### src/rtl/apb_pkg.sv
// Shared APB definitions: bus widths, FSM state encoding and address alignment.
package apb_pkg;

  localparam int APB_ADDR_W = 32;
  localparam int APB_DATA_W = 32;
  localparam int PSEL_W     = 3;

  localparam logic [1:0] APB_ALIGN_MASK = 2'b00;

  typedef enum logic [1:0] {
    ST_IDLE  = 2'b00,
    ST_WAIT  = 2'b01,
    ST_READY = 2'b10
  } apb_state_e;

endpackage

### src/rtl/apb_reg_bank.sv
// CSR array: one synchronous write port, one combinational read port, entry 0 reads as ID.
// Write lands on the clock edge; reads have no latency; no backpressure.
module apb_reg_bank
  import apb_pkg::*;
#(
  parameter int                    NUM_REGS = 8,
  parameter logic [APB_DATA_W-1:0] ID_VALUE = 32'hA9B0_0001,
  localparam int                   IDX_W    = $clog2(NUM_REGS)
) (
  input  logic                  clk_i,
  input  logic                  rst_ni,
  input  logic                  we_i,
  input  logic [IDX_W-1:0]      widx_i,
  input  logic [APB_DATA_W-1:0] wdata_i,
  input  logic [IDX_W-1:0]      ridx_i,
  output logic [APB_DATA_W-1:0] rdata_o
);

  logic [APB_DATA_W-1:0] regs_q [NUM_REGS];

  // Entry 0 is never written, so its flop is constant and folds away.
  always_ff @(posedge clk_i or negedge rst_ni) begin
    if (!rst_ni) begin
      for (int i = 0; i < NUM_REGS; i++) begin
        regs_q[i] <= '0;
      end
    end else if (we_i && (widx_i != '0)) begin
      regs_q[widx_i] <= wdata_i;
    end
  end

  assign rdata_o = (ridx_i == '0) ? ID_VALUE : regs_q[ridx_i];

endmodule

### src/rtl/apb_slave_regfile.sv
// APB completer with a small CSR bank: 2-cycle transfers plus WAIT_STATES extra access cycles,
// with Pready held low during the wait states; Pslverr flags bad address, misalignment or ID writes.
module apb_slave_regfile
  import apb_pkg::*;
#(
  parameter int                    SEL_IDX     = 0,
  parameter logic [APB_ADDR_W-1:0] BASE_ADDR   = 32'h8000_0000,
  parameter int                    NUM_REGS    = 8,
  parameter logic [APB_DATA_W-1:0] ID_VALUE    = 32'hA9B0_0001,
  parameter int                    WAIT_STATES = 0
) (
  input  logic                  Hclk,
  input  logic                  Hresetn,
  input  logic [PSEL_W-1:0]     Psel,
  input  logic                  Penable,
  input  logic                  Pwrite,
  input  logic [APB_ADDR_W-1:0] Paddr,
  input  logic [APB_DATA_W-1:0] Pwdata,
  output logic [APB_DATA_W-1:0] Prdata,
  output logic                  Pready,
  output logic                  Pslverr
);

  localparam int IDX_W = $clog2(NUM_REGS);
  localparam int CNT_W = 4;

  logic sel, setup, access, we;
  logic unused_psel;

  assign sel         = Psel[SEL_IDX];
  assign setup       = sel && !Penable;
  assign access      = sel && Penable;
  assign unused_psel = ^Psel;

  logic [APB_ADDR_W-3:0] word_d;
  logic [IDX_W-1:0]      idx_d;
  logic                  err_d;

  // Word-granular offset; an aligned BASE_ADDR makes this equal to (Paddr-BASE_ADDR)>>2.
  assign word_d = Paddr[APB_ADDR_W-1:2] - BASE_ADDR[APB_ADDR_W-1:2];
  assign idx_d  = word_d[IDX_W-1:0];
  assign err_d  = (Paddr[1:0] != APB_ALIGN_MASK) || (Paddr < BASE_ADDR) ||
                  (word_d >= (APB_ADDR_W-2)'(NUM_REGS)) || (Pwrite && (word_d == '0));

  apb_state_e            state_q;
  logic [IDX_W-1:0]      idx_q;
  logic                  err_q;
  logic                  write_q;
  logic [CNT_W-1:0]      cnt_q;
  logic                  pready_q;
  logic                  pslverr_q;
  logic [APB_DATA_W-1:0] prdata_q;

  logic [IDX_W-1:0]      ridx;
  logic                  rerr;
  logic [APB_DATA_W-1:0] bank_rdata;
  logic [APB_DATA_W-1:0] rdata_d;

  // Zero-wait reads load Prdata at the setup edge, before idx/err are captured.
  assign ridx    = (state_q == ST_IDLE) ? idx_d : idx_q;
  assign rerr    = (state_q == ST_IDLE) ? err_d : err_q;
  assign rdata_d = rerr ? '0 : bank_rdata;
  assign we      = (state_q == ST_READY) && access && write_q && !err_q;

  apb_reg_bank #(
    .NUM_REGS (NUM_REGS),
    .ID_VALUE (ID_VALUE)
  ) u_bank (
    .clk_i   (Hclk),
    .rst_ni  (Hresetn),
    .we_i    (we),
    .widx_i  (idx_q),
    .wdata_i (Pwdata),
    .ridx_i  (ridx),
    .rdata_o (bank_rdata)
  );

  always_ff @(posedge Hclk or negedge Hresetn) begin
    if (!Hresetn) begin
      state_q   <= ST_IDLE;
      idx_q     <= '0;
      err_q     <= 1'b0;
      write_q   <= 1'b0;
      cnt_q     <= '0;
      pready_q  <= 1'b0;
      pslverr_q <= 1'b0;
      prdata_q  <= '0;
    end else begin
      unique case (state_q)
        ST_IDLE: begin
          if (setup) begin
            idx_q   <= idx_d;
            err_q   <= err_d;
            write_q <= Pwrite;
            cnt_q   <= CNT_W'(WAIT_STATES);
            if (WAIT_STATES == 0) begin
              state_q   <= ST_READY;
              pready_q  <= 1'b1;
              pslverr_q <= err_d;
              if (!Pwrite) prdata_q <= rdata_d;
            end else begin
              state_q  <= ST_WAIT;
              pready_q <= 1'b0;
            end
          end
        end
        ST_WAIT: begin
          if (!sel) begin
            state_q  <= ST_IDLE;
            pready_q <= 1'b0;
          end else if (access) begin
            if (cnt_q > CNT_W'(1)) begin
              cnt_q <= cnt_q - CNT_W'(1);
            end else begin
              cnt_q     <= '0;
              state_q   <= ST_READY;
              pready_q  <= 1'b1;
              pslverr_q <= err_q;
              if (!write_q) prdata_q <= rdata_d;
            end
          end
        end
        ST_READY: begin
          state_q   <= ST_IDLE;
          pready_q  <= 1'b0;
          pslverr_q <= 1'b0;
        end
        default: begin
          state_q  <= ST_IDLE;
          pready_q <= 1'b0;
        end
      endcase
    end
  end

  assign Prdata  = prdata_q;
  assign Pready  = pready_q;
  assign Pslverr = pslverr_q;

endmodule

### config.mk
export PLATFORM = sky130hd
export DESIGN_NAME = apb_slave_regfile
export DESIGN_NICKNAME = d
export VERILOG_FILES = /design/src/rtl/apb_pkg.sv /design/src/rtl/apb_reg_bank.sv /design/src/rtl/apb_slave_regfile.sv
export SDC_FILE = /design/constraint.sdc
export NUM_CORES = 1
export LEC_CHECK = 0
export CORE_MARGIN = 2
export CORE_UTILIZATION = 42
export DETAILED_ROUTE_END_ITERATION = 8
export GPL_TIMING_DRIVEN = 0
export PLACE_DENSITY_LB_ADDON = 0.3
export SETUP_SLACK_MARGIN = 0.2
export SLEW_MARGIN = 40
export SYNTH_ARGS = -nofsm -noshare
export SYNTH_HDL_FRONTEND = slang
export SYNTH_SLANG_ARGS = --single-unit
export TNS_END_PERCENT = 100
### constraint.sdc
create_clock -name Hclk -period 2.5 [get_ports Hclk]
set_input_delay 0.5 -clock Hclk [delete_from_list [all_inputs] [get_ports Hclk]]
set_output_delay 0.5 -clock Hclk [all_outputs]
set_load 0.01 [all_outputs]
==> results of run 1 <==
[report_power, final]
group	internal, mW	total, mW	switching [mW]	leakage [nW]
Clock	2.74	4.58	1.84	0.524
Combinational	0.305	0.920	0.615	2.61
Sequential	4.68	4.70	0.0172	3.99
Total	7.73	10.2	2.48	7.12
[logic make-up after synthesis]
family          Yosys count  synth area share
simple gates            397             0.142
flops                   287             0.575
mux                     243             0.218
buf+inv                  90            0.0318
compound gates           60            0.0329
[routing by layer]
| layer | GRT usage | vias to the layer above |
|---|---|---|
| li1 | - | 4031 |
| met1 | 0.290 | 4533 |
| met2 | 0.361 | 189 |
| met3 | 0.0317 | 40 |
| met4 | 0.0551 | 0 |
| met5 | 0 | - |
[worst reg2reg max path, cell delays in order, from the launching register on]
cell and delay (ns):
dfrtp_1 0.36, buf_6 0.16, mux2_2 0.40, buf_2 0.24, nor2_2 0.32, clkbuf_4 0.32
nand3_1 0.10, nand4_1 0.15, o21ai_1 0.08
[per-stage QoR]
stage / hold WS (ns) / power [mW] / util / setup TNS [ns] / std cells
3_3_place_gp: 0.439 / 5.66 / 0.475 / -3336.15 / 1569
4_1_cts: 0.368 / 10.3 / 0.516 / 0 / 1630
3_5_place_dp: 0.359 / 5.69 / 0.479 / -47.55 / 1573
6_report: 0.375 / 10.2 / 0.517 / 0 / 1631
5_1_grt: 0.382 / 10.6 / 0.517 / 0 / 1631
2_1_floorplan: 0.204 / 5.17 / - / 0 / 1077
[worst paths after layout]
path,cells past startpoint,slack (ns),from,endpoint
setup / recovery,8,0.24,Pready$_DFFE_PN0N_,Prdata[8]$_DFFE_PN0P_
hold / removal,2,0.37,Hresetn,Prdata[9]$_DFFE_PN0P_
setup reg to reg,8,0.24,Pready$_DFFE_PN0N_,Prdata[8]$_DFFE_PN0P_
hold reg to reg,1,0.46,u_bank.regs_q[231]$_DFFE_PN0P_,u_bank.regs_q[231]$_DFFE_PN0P_
max in group asynchronous,5,0.78,Hresetn,Prdata[0]$_DFFE_PN0P_
min in group Hclk,1,0.46,u_bank.regs_q[231]$_DFFE_PN0P_,u_bank.regs_q[231]$_DFFE_PN0P_
[area by class of cell]
class	instances	share of cell area
buffer	89	0.0281
clock buffer	46	0.0631
sequential	287	0.471
clock inverter	10	0.00533
tap	390	0.0320
inverter	1	0.000246
multi-input combinational	700	0.324
timing repair buffer	108	0.0757
[flip-flops by register name, indices dropped and copies added (netlist names)]
register       cells
u_bank.regs_q    248
Prdata            32
idx_q              3
Pready             1
Pslverr            1
err_q              1
write_q            1
[cell usage in the layout (no fill, tap or decap), types with 3 or more instances in the layout]
cell type        netlist  layout
a32o_1                 7       7
a32oi_1                7       7
buf_1                 10       6
buf_16                 0       4
buf_2                 24      23
buf_6                  4       4
clkbuf_1              51      35
clkbuf_16              0      31
clkbuf_2               0      20
clkbuf_8               0      13
clkdlybuf4s50_1        0     101
clkinv_2               0       7
dfrtp_1              287     287
mux2_2               238     238
mux2i_1                5       3
nand2_1              243     242
nand3_1               97      97
nand4_1               27      27
nor2_1                10       7
nor4_1                 5       5
o21ai_0                5       5
o21ai_1               16      16
o21ai_2                4       4
o22ai_1               14      14
[repair_timing]
action,4_1_cts,5_1_grt
hold buffers,1,0
pin swaps,1,1
gates resized for setup,18,19
endpoints found under the setup margin,28,61
buffers inserted,0,1
gates cloned,0,0
hold endpoints to repair,25,0
==> results.txt, run 1 <==
IO buf count -> 102
Gp weighted congestion -> 0.807
Pwr per Cell Area -> 669 nW/um2
Footprint of the multi-input gates -> 4950 um2
Maximum VDD drop -> 0.000499 V
Final global-route overflow total -> 0
WL/cell -> 19.9 um
Critical-path cell list -> buf_6 > mux2_2 > buf_2 > nor2_2 > clkbuf_4 > nand3_1 > nand4_1 > o21ai_1
Antenna diode instance count -> 0
RSZ-0062 raised after global routing -> true
Top post-synthesis cells by area -> dfrtp_1, mux2_2, nand2_1, nand3_1, clkbuf_1
Die outline height -> 177 um
Highest Signal Layer -> met4
Maximum number of pins on one net before global-route repair -> 72
Detail Route met3 WL -> 1320 um
Total number of clock tree sinks -> 287
Fin worst setup slack -> 0.243 ns
Initial antenna violation count -> 0
Post-synthesis cell count -> 1077
Number of failing hold endpoints at the final stage -> 0
Kind of start point of the critical path -> flip-flop
Worst setup skew after layout -> 0.0131 ns
Max_slew headroom -> 0.442
Starting density of the core -> 0.424
First-pass DRT Iterations -> 4
Die area -> 31200 um2
GRT Resource Usage Total -> 0.214
Global-route wire length before repair -> 51700 um
Via count of the first global-routing pass -> 9167
Area used by sequential logic in the layout -> 7180 um2
Clock period minus final worst setup slack -> 2.26 ns
Drc violations -> 0
Critical path's top delay family -> buffers and inverters
Most frequently used cell type in the post-synthesis netlist -> dfrtp_1
Number of H-tree levels -> 1
Root Buffer -> clkbuf_16
Placed wire-length estimate -> 21700 um
Routed wire length -> 32400 um
Area growth, synth to finish -> 22.0%
Horizontal die dimension -> 177 um
Number of enable-type register cells in the synthesized netlist -> 0
Layout cells sized above 1 -> 0.293
Post-synthesis instance area -> 12500 um2
Period utilisation layout -> 0.903
Crit path kind -> reg -> reg
Yosys synthesis warning count -> 0
Critical Path Fanout Max -> 10
Crit path capture type -> flip-flop
Clk_lat worst skew -> 0.56 ns
CTS tree -> done
Share of Yosys cell area claimed by the top area cell type -> 0.575
Slowest library cell on the worst path -> mux2_2
Number of nets produced by synthesis -> 1148
Leakage component of the power -> 7.12 nW
Result of the run -> finished clean
Worst setup timing slack at the placement stage -> -0.584 ns
Cell type with the largest total area after synthesis -> dfrtp_1
First DRT Iteration DRCs -> 590
Top cell types by occurrence after synthesis -> dfrtp_1, nand2_1, mux2_2
Transition time of the tightest slew-check pin -> 0.837 ns
CTS max path bufs -> 3
Count of endpoints failing setup in the final report -> 0
Ratio of routed vias to standard cells -> 5.39
CP peak stage delay -> 0.40 ns
Share of synthesized registers carrying an async set or reset -> 1.00
Count of vias placed by the detailed router -> 8793
Post-route cell area -> 15200 um2
Net count, final -> 1288
Filler cells -> 2621
Met1 wire length -> 14700 um
Num rows -> 63
Number of placed I/O pins -> 105
Number of buffers created by CTS -> 30
Clk pin slew, worst setup/hold paths -> 0.06 ns
Worst Path Required -> 2.93 ns
Count of buffering cells on the critical path with inverters included -> 3
CP Data Arrival Time -> 2.69 ns
Yosys cell types -> 34
Mapped Avg Cell Area -> 11.6 um2
Dominant synthesized flop cell -> dfrtp_1
Classification of the worst-slack hold path -> in -> async
Share of synthesized area occupied by flip-flops and latches -> 0.575
Antenna Nets Post-Route -> 0
Max Cap Viol -> 0
Placeable core region -> 29500 um2
DR WL met2 -> 15700 um
Post-place instance area -> 14100 um2
FF+latch count, synth -> 287
Max-slew violations -> 0
Fmax -> 443 MHz
(Power assumes the default switching activity.)
==> run 2, diff against run 1 <==
--- a/config.mk
+++ b/config.mk
@@ -11,7 +11,6 @@
 export GPL_TIMING_DRIVEN = 0
 export PLACE_DENSITY_LB_ADDON = 0.3
 export SETUP_SLACK_MARGIN = 0.2
-export SLEW_MARGIN = 40
 export SYNTH_ARGS = -nofsm -noshare
 export SYNTH_HDL_FRONTEND = slang
 export SYNTH_SLANG_ARGS = --single-unit
==> run 2 against run 1 <==
Effect of this change:
- hold slack improved by 0.082 ns
- worst setup slack better by 0.027 ns
- non-clock buffer count down 2
- maximum frequency is 1.2% higher
- sequential share of layout area grew 0.42 points
- global-route usage down 0.30 points
- via count decreased by 0.13%
- largest power group unchanged
- highest routed layer unchanged
==> results.txt, run 2 (synthesized netlist as in run 1, its figures left out) <==
IO buf count -> 102 (unchanged)
Number of buffers created by CTS -> 30 (unchanged)
Maximum VDD drop -> 0.000519 V (+4.0%)
Root Buffer -> clkbuf_16
Worst Path Required -> 2.93 ns (about the same)
Num rows -> 63 (unchanged)
Worst r2r dst -> u_bank.regs_q[111]$_DFFE_PN0P_
Final global-route overflow total -> 0 (unchanged)
Antenna Nets Post-Route -> 0 (unchanged)
Horizontal die dimension -> 177 um (unchanged)
Reg2Reg Setup Slack -> 0.28 ns (+0.04 ns)
Pwr per Cell Area -> 657 nW/um2 (-1.8%)
Maximum number of pins on one net before global-route repair -> 124 (+72%)
Placed wire-length estimate -> 21300 um (-1.8%)
Clk pin slew, worst setup/hold paths -> 0.06 ns (about the same)
Max Cap Viol -> 0 (unchanged)
Number of H-tree levels -> 1 (unchanged)
Result of the run -> finished clean
Number of cells after detailed placement -> 1571 (-0.13%)
Count of vias placed by the detailed router -> 8782 (-0.13%)
Count of endpoints failing setup in the final report -> 0 (unchanged)
Gr busiest metal -> met2
Timing startpoint of the critical path -> Penable
Clock period minus final worst setup slack -> 2.23 ns (-0.0266 ns)
Max_slew headroom -> 0.408 (-0.0338)
CTS tree -> done
Total number of clock tree sinks -> 287 (unchanged)
CTS max path bufs -> 3 (unchanged)
Number of failing hold endpoints at the final stage -> 0 (unchanged)
Startpoint of the worst register-to-register path -> Pready$_DFFE_PN0N_
Fmax -> 448 MHz (+1.2%)
Met1 usage in global routing -> 0.284 (-0.00646)
Classification of the worst-slack hold path -> in -> async
Worst setup timing slack at the placement stage -> -0.554 ns (+0.0301 ns)
Transition time of the tightest slew-check pin -> 0.887 ns (+0.0507 ns)
Leakage component of the power -> 7.04 nW (-1.1%)
WL/cell -> 19.7 um (-0.72%)
Net count, final -> 1286 (-0.16%)
Drc violations -> 0 (unchanged)
First-pass DRT Iterations -> 4 (unchanged)
Die outline height -> 177 um (unchanged)
Critical Path Fanout Max -> 10 (unchanged)
Fin worst setup slack -> 0.270 ns (+0.0266 ns)
Routed wire length -> 32000 um (-1.1%)
Starting density of the core -> 0.424 (unchanged)
Max-slew violations -> 0 (unchanged)
RSZ-0062 raised after global routing -> false
Period utilisation layout -> 0.892 (-0.0106)
Ratio of routed vias to standard cells -> 5.41 (+0.31%)
Clk_lat worst skew -> 0.55 ns (about the same)
CP Data Arrival Time -> 2.66 ns (-0.03 ns)
Fin cells -> 1624 (-0.43%)
Length in cells of the worst reg-to-reg path -> 6 (-2)
Global-route wire length before repair -> 51300 um (-0.77%)
Die area -> 31200 um2 (unchanged)
Via count of the first global-routing pass -> 9261 (+1.0%)
Largest register by flop count -> u_bank.regs_q
Layout cells sized above 1 -> 0.282 (-0.0113)
Crit path kind -> in -> reg
Global-route met2 utilization -> 0.354 (-0.00684)
Gp weighted congestion -> 0.807 (unchanged)
Kind of start point of the critical path -> primary input
Crit path capture type -> flip-flop
Antenna diode instance count -> 0 (unchanged)
Most common library cell in the layout ignoring fill and taps -> dfrtp_1
Number of flip-flops under the largest register name -> 248 (unchanged)
Commonest non-fill, non-tap cells in the layout -> dfrtp_1, nand2_1, mux2_2, clkdlybuf4s50_1, nand3_1
First DRT Iteration DRCs -> 555 (-5.9%)
GRT Resource Usage Total -> 0.211 (-0.00301)
Area growth, synth to finish -> 20.9%
Initial antenna violation count -> 0 (unchanged)
Number of placed I/O pins -> 105 (unchanged)
Worst setup skew after layout -> 0.0107 ns (-0.00239 ns)
Global-route track usage on met3 -> 0.0323 (+0.000646)
Placeable core region -> 29500 um2 (unchanged)
-- run 2: cell types whose count changed in the layout (fill, tap and decap cells not counted) --
cell and delta:
nor2_2 -1, buf_16 -2, clkinv_4 -1, clkbuf_1 +8
clkinv_2 -4, buf_1 +1, buf_2 -1, clkbuf_8 -5
clkbuf_2 -3, clkbuf_4 +1, nor2_4 +1, clkinvlp_4 -1
-- run 2: timing repair --
item                                    in CTS  in global routing
setup buffers                                1                  0
pin swaps                                    1                  0
hold endpoints to repair                    55                  0
hold buffers                                 1                  0
gates resized for setup                     20                 16
endpoints found under the setup margin      27                 37
-- run 2: power by group --
| part | internal [mW] | switching, mW | leakage, nW |
|---|---|---|---|
| registers | 4.68 | 0.0168 | 3.99 |
| clock network | 2.58 | 1.74 | 0.475 |
| logic | 0.297 | 0.609 | 2.58 |
-- run 2: through the flow --
step	TNS, ns	cell area (um2)	power, mW	hold slack [ns]	util
after floorplan	0	12500	5.17	0.204	-
after global placement	-3336.15	14000	5.66	0.439	0.475
after detailed placement	-47.08	14100	5.67	0.446	0.477
after CTS	0	15100	10.0	0.460	0.512
after global routing	0	15100	10.3	0.473	0.513
final	0	15100	9.93	0.457	0.513
-- run 2: routing by layer --
layer / vias to the layer above / wire, um
met2: 219 / 15500
met5: - / 0
li1: 4021 / -
met4: 0 / 757
met3: 56 / 1530
met1: 4486 / 14200
-- run 2: worst max-delay path, cell delays in order --
cell,delay (ns)
clkdlybuf4s50_1,0.55
nand4_1,0.16
nand2b_1,0.26
nor3b_2,0.38
buf_2,0.42
mux2_2,0.39
-- run 2: worst max-delay path by stage --
stage | endpoint | slack (ns)
2_1_floorplan | Prdata[11]$_DFFE_PN0P_ | 0.62
3_3_place_gp | u_bank.regs_q[88]$_DFFE_PN0P_ | -11.51
3_5_place_dp | Prdata[28]$_DFFE_PN0P_ | -0.55
4_1_cts | Prdata[30]$_DFFE_PN0P_ | 0.20
5_1_grt | Prdata[30]$_DFFE_PN0P_ | 0.20
6_report | u_bank.regs_q[111]$_DFFE_PN0P_ | 0.27
-- run 2: area by class of cell --
type,instances,area [um2]
inverters,1,3.75
repair buffers,106,1100
flip-flops and latches,287,7180
clock buffers,47,916
fillers,2654,14400
plain buffers,89,428
clock inverters,4,45.0
multi-input cells,700,4950
well taps,390,488
==> run 3, diff against run 2 <==
--- a/config.mk
+++ b/config.mk
@@ -5,6 +5,7 @@
 export SDC_FILE = /design/constraint.sdc
 export NUM_CORES = 1
 export LEC_CHECK = 0
+export CORE_ASPECT_RATIO = 1.5
 export CORE_MARGIN = 2
 export CORE_UTILIZATION = 42
 export DETAILED_ROUTE_END_ITERATION = 8
==> run 3 against run 2 <==
Effect of this change:
- critical path depth up 2
- utilization up 0.28 points
- clock skew up 0.0060 ns
- via count down 0.77%
- wire length up 1.3%
==> results.txt, run 3 (synthesized netlist as in run 1, its figures left out) <==
Count of buffering cells on the critical path with inverters included -> 3 (+1)
Ratio of routed vias to standard cells -> 5.35 (-1.1%)
Die outline height -> 215 um (+22%)
Number of placed I/O pins -> 105 (unchanged)
Placeable core region -> 29400 um2 (-0.33%)
Critical-path cell list -> buf_6 > mux2i_1 > clkbuf_4 > buf_2 > nand2_1 > nand3_1 > nand4_1 > o21ai_1
Total number of clock tree sinks -> 287 (unchanged)
RSZ-0062 raised after global routing -> true
Largest register by flop count -> u_bank.regs_q
Fin cells -> 1629 (+0.31%)
Starting density of the core -> 0.425 (+0.00139)
Total negative slack for setup checks -> 0 ns (unchanged)
Worst setup skew after layout -> 0.0166 ns (+0.00597 ns)
Via count of the first global-routing pass -> 8906 (-3.8%)
Maximum number of pins on one net before global-route repair -> 121 (-2.4%)
IO buf count -> 102 (unchanged)
Die area -> 31200 um2 (about the same)
Kind of start point of the critical path -> flip-flop
Leakage component of the power -> 7.06 nW (+0.29%)
Crit path capture type -> flip-flop
Antenna diode instance count -> 0 (unchanged)
Clk_lat worst skew -> 0.56 ns (about the same)
Number of buffers created by CTS -> 28 (-6.7%)
Reg2Reg Setup Slack -> 0.25 ns (-0.03 ns)
Number of failing hold endpoints at the final stage -> 0 (unchanged)
Number of flip-flops under the largest register name -> 248 (unchanged)
Pwr per Cell Area -> 663 nW/um2 (+0.95%)
Max-slew violations -> 0 (unchanged)
Footprint of the multi-input gates -> 4960 um2 (+0.10%)
Commonest non-fill, non-tap cells in the layout -> dfrtp_1, nand2_1, mux2_2, clkdlybuf4s50_1, nand3_1
Clk pin slew, worst setup/hold paths -> 0.07 ns (about the same)
Horizontal die dimension -> 145 um (-18%)
Antenna Nets Post-Route -> 0 (unchanged)
Slowest library cell on the worst path -> mux2i_1
CP Data Arrival Time -> 2.73 ns (+0.07 ns)
Post-place instance area -> 14100 um2 (about the same)
Length in cells of the worst reg-to-reg path -> 8 (+2)
First DRT Iteration DRCs -> 639 (+15%)
Count of endpoints failing setup in the final report -> 0 (unchanged)
Worst Path Required -> 2.98 ns (+0.05 ns)
Number of H-tree levels -> 1 (unchanged)
Worst Hold Endpoint -> u_bank.regs_q[250]$_DFFE_PN0P_
WL/cell -> 19.9 um (+1.0%)
Max_slew headroom -> 0.458 (+0.0492)
Area used by sequential logic in the layout -> 7180 um2 (unchanged)
Placed wire-length estimate -> 21800 um (+2.1%)
Maximum VDD drop -> 0.000448 V (-14%)
Result of the run -> finished clean
GRT Resource Usage Total -> 0.212 (+0.000946)
Period utilisation layout -> 0.901 (+0.00927)
Fin worst setup slack -> 0.247 ns (-0.0232 ns)
Routed wire length -> 32500 um (+1.3%)
Transition time of the tightest slew-check pin -> 0.814 ns (-0.0738 ns)
Worst r2r dst -> Prdata[18]$_DFFE_PN0P_
CTS tree -> done
Filler cells -> 2558 (-3.6%)
Layout cells sized above 1 -> 0.289 (+0.00729)
Worst setup timing slack at the placement stage -> -0.669 ns (-0.115 ns)
Final global-route overflow total -> 0 (unchanged)
Crit path kind -> reg -> reg
Number of cells after detailed placement -> 1576 (+0.32%)
Min-delay src -> u_bank.regs_q[250]$_DFFE_PN0P_
Count of vias placed by the detailed router -> 8714 (-0.77%)
Startpoint of the worst register-to-register path -> Pready$_DFFE_PN0N_
Gp weighted congestion -> 0.815 (+0.93%)
Drc violations -> 0 (unchanged)
Initial antenna violation count -> 0 (unchanged)
Cell depth of the worst hold path -> 1
Net count, final -> 1284 (-0.16%)
CTS max path bufs -> 3 (unchanged)
Area growth, synth to finish -> 21.2%
Most common library cell in the layout ignoring fill and taps -> dfrtp_1
Critical Path Fanout Max -> 10 (unchanged)
Classification of the worst-slack hold path -> reg -> reg
Critical path's top delay family -> buffers and inverters
Root Buffer -> clkbuf_16
First-pass DRT Iterations -> 5 (+1)
CP peak stage delay -> 0.39 ns (-0.16 ns)
Fmax -> 444 MHz (-1.0%)
Num rows -> 77 (+22%)
Post-route cell area -> 15100 um2 (+0.22%)
Min Hold Slack -> 0.458 ns (+0.00133 ns)
Max Cap Viol -> 0 (unchanged)
Clock period minus final worst setup slack -> 2.25 ns (+0.0232 ns)
Global-route wire length before repair -> 50400 um (-1.7%)
## run 3: cell types whose count changed in the layout (fill, tap and decap cells not counted), moves of 2 or more
| cell | before | now |
|---|---|---|
| clkbuf_1 | 43 | 35 |
| clkinv_2 | 3 | 6 |
| bufinv_16 | 1 | 3 |
| clkbuf_16 | 31 | 29 |
| clkbuf_2 | 17 | 19 |
| clkbuf_4 | 3 | 5 |
| clkbuf_8 | 8 | 6 |
| clkinvlp_4 | 0 | 2 |
## run 3: how the worst max path moves through the flow
stage | endpoint | slack, ns | start | cells past startpoint
4_1_cts | u_bank.regs_q[188]$_DFFE_PN0P_ | 0.20 | Pready$_DFFE_PN0N_ | 6
3_3_place_gp | u_bank.regs_q[246]$_DFFE_PN0P_ | -11.33 | Hresetn | 1
5_1_grt | u_bank.regs_q[54]$_DFFE_PN0P_ | 0.14 | Pready$_DFFE_PN0N_ | 6
6_report | Prdata[18]$_DFFE_PN0P_ | 0.25 | Pready$_DFFE_PN0N_ | 8
2_1_floorplan | Prdata[11]$_DFFE_PN0P_ | 0.62 | Pready$_DFFE_PN0N_ | 8
3_5_place_dp | Prdata[11]$_DFFE_PN0P_ | -0.67 | Paddr[4] | 7
## run 3: metal layers
layer	share of wire	wire, um	track usage	up-vias
met4	0.038	1230	0.0877	0
met5	0	0	0	-
met2	0.52	16700	0.367	183
met1	0.41	13300	0.267	4465
li1	-	-	-	3997
met3	0.036	1150	0.0232	69
## run 3: repair_timing
| item | 4_1_cts | 5_1_grt |
|---|---|---|
| setup endpoints to repair | 40 | 111 |
| hold endpoints to repair | 82 | 0 |
| hold buffers | 1 | 0 |
| pin swaps | 1 | 0 |
| resized for setup | 27 | 19 |
| buffers inserted | 1 | 0 |
## run 3: worst register-to-register path, cell delays in order (launching register included)
cell	delay [ns]
dfrtp_1	0.38
buf_6	0.17
mux2i_1	0.40
clkbuf_4	0.34
buf_2	0.35
nand2_1	0.10
nand3_1	0.10
nand4_1	0.19
o21ai_1	0.16
## run 3: power breakdown
group          switching, mW  leakage (nW)  internal, mW
combinational          0.622          2.60         0.298
clock                   1.82         0.476          2.61
sequential            0.0174          3.99          4.68
total                   2.46          7.06          7.59
## run 3: layout make-up
class                           count  share of cell area
Buffer                             89              0.0292
Sequential cell                   287               0.474
Clock buffer                       39              0.0544
Timing Repair Buffer              106              0.0725
Tap cell                          395              0.0326
Multi-Input combinational cell    700               0.327
Clock inverter                     12             0.00950
Inverter                            1            0.000248
## run 3: per-stage QoR
| stage | power, mW | utilization |
|---|---|---|
| 3_3_place_gp | 5.67 | 0.477 |
| 6_report | 10.0 | 0.515 |
| 5_1_grt | 10.4 | 0.515 |
| 4_1_cts | 10.1 | 0.514 |
| 2_1_floorplan | 5.17 | - |
| 3_5_place_dp | 5.69 | 0.479 |
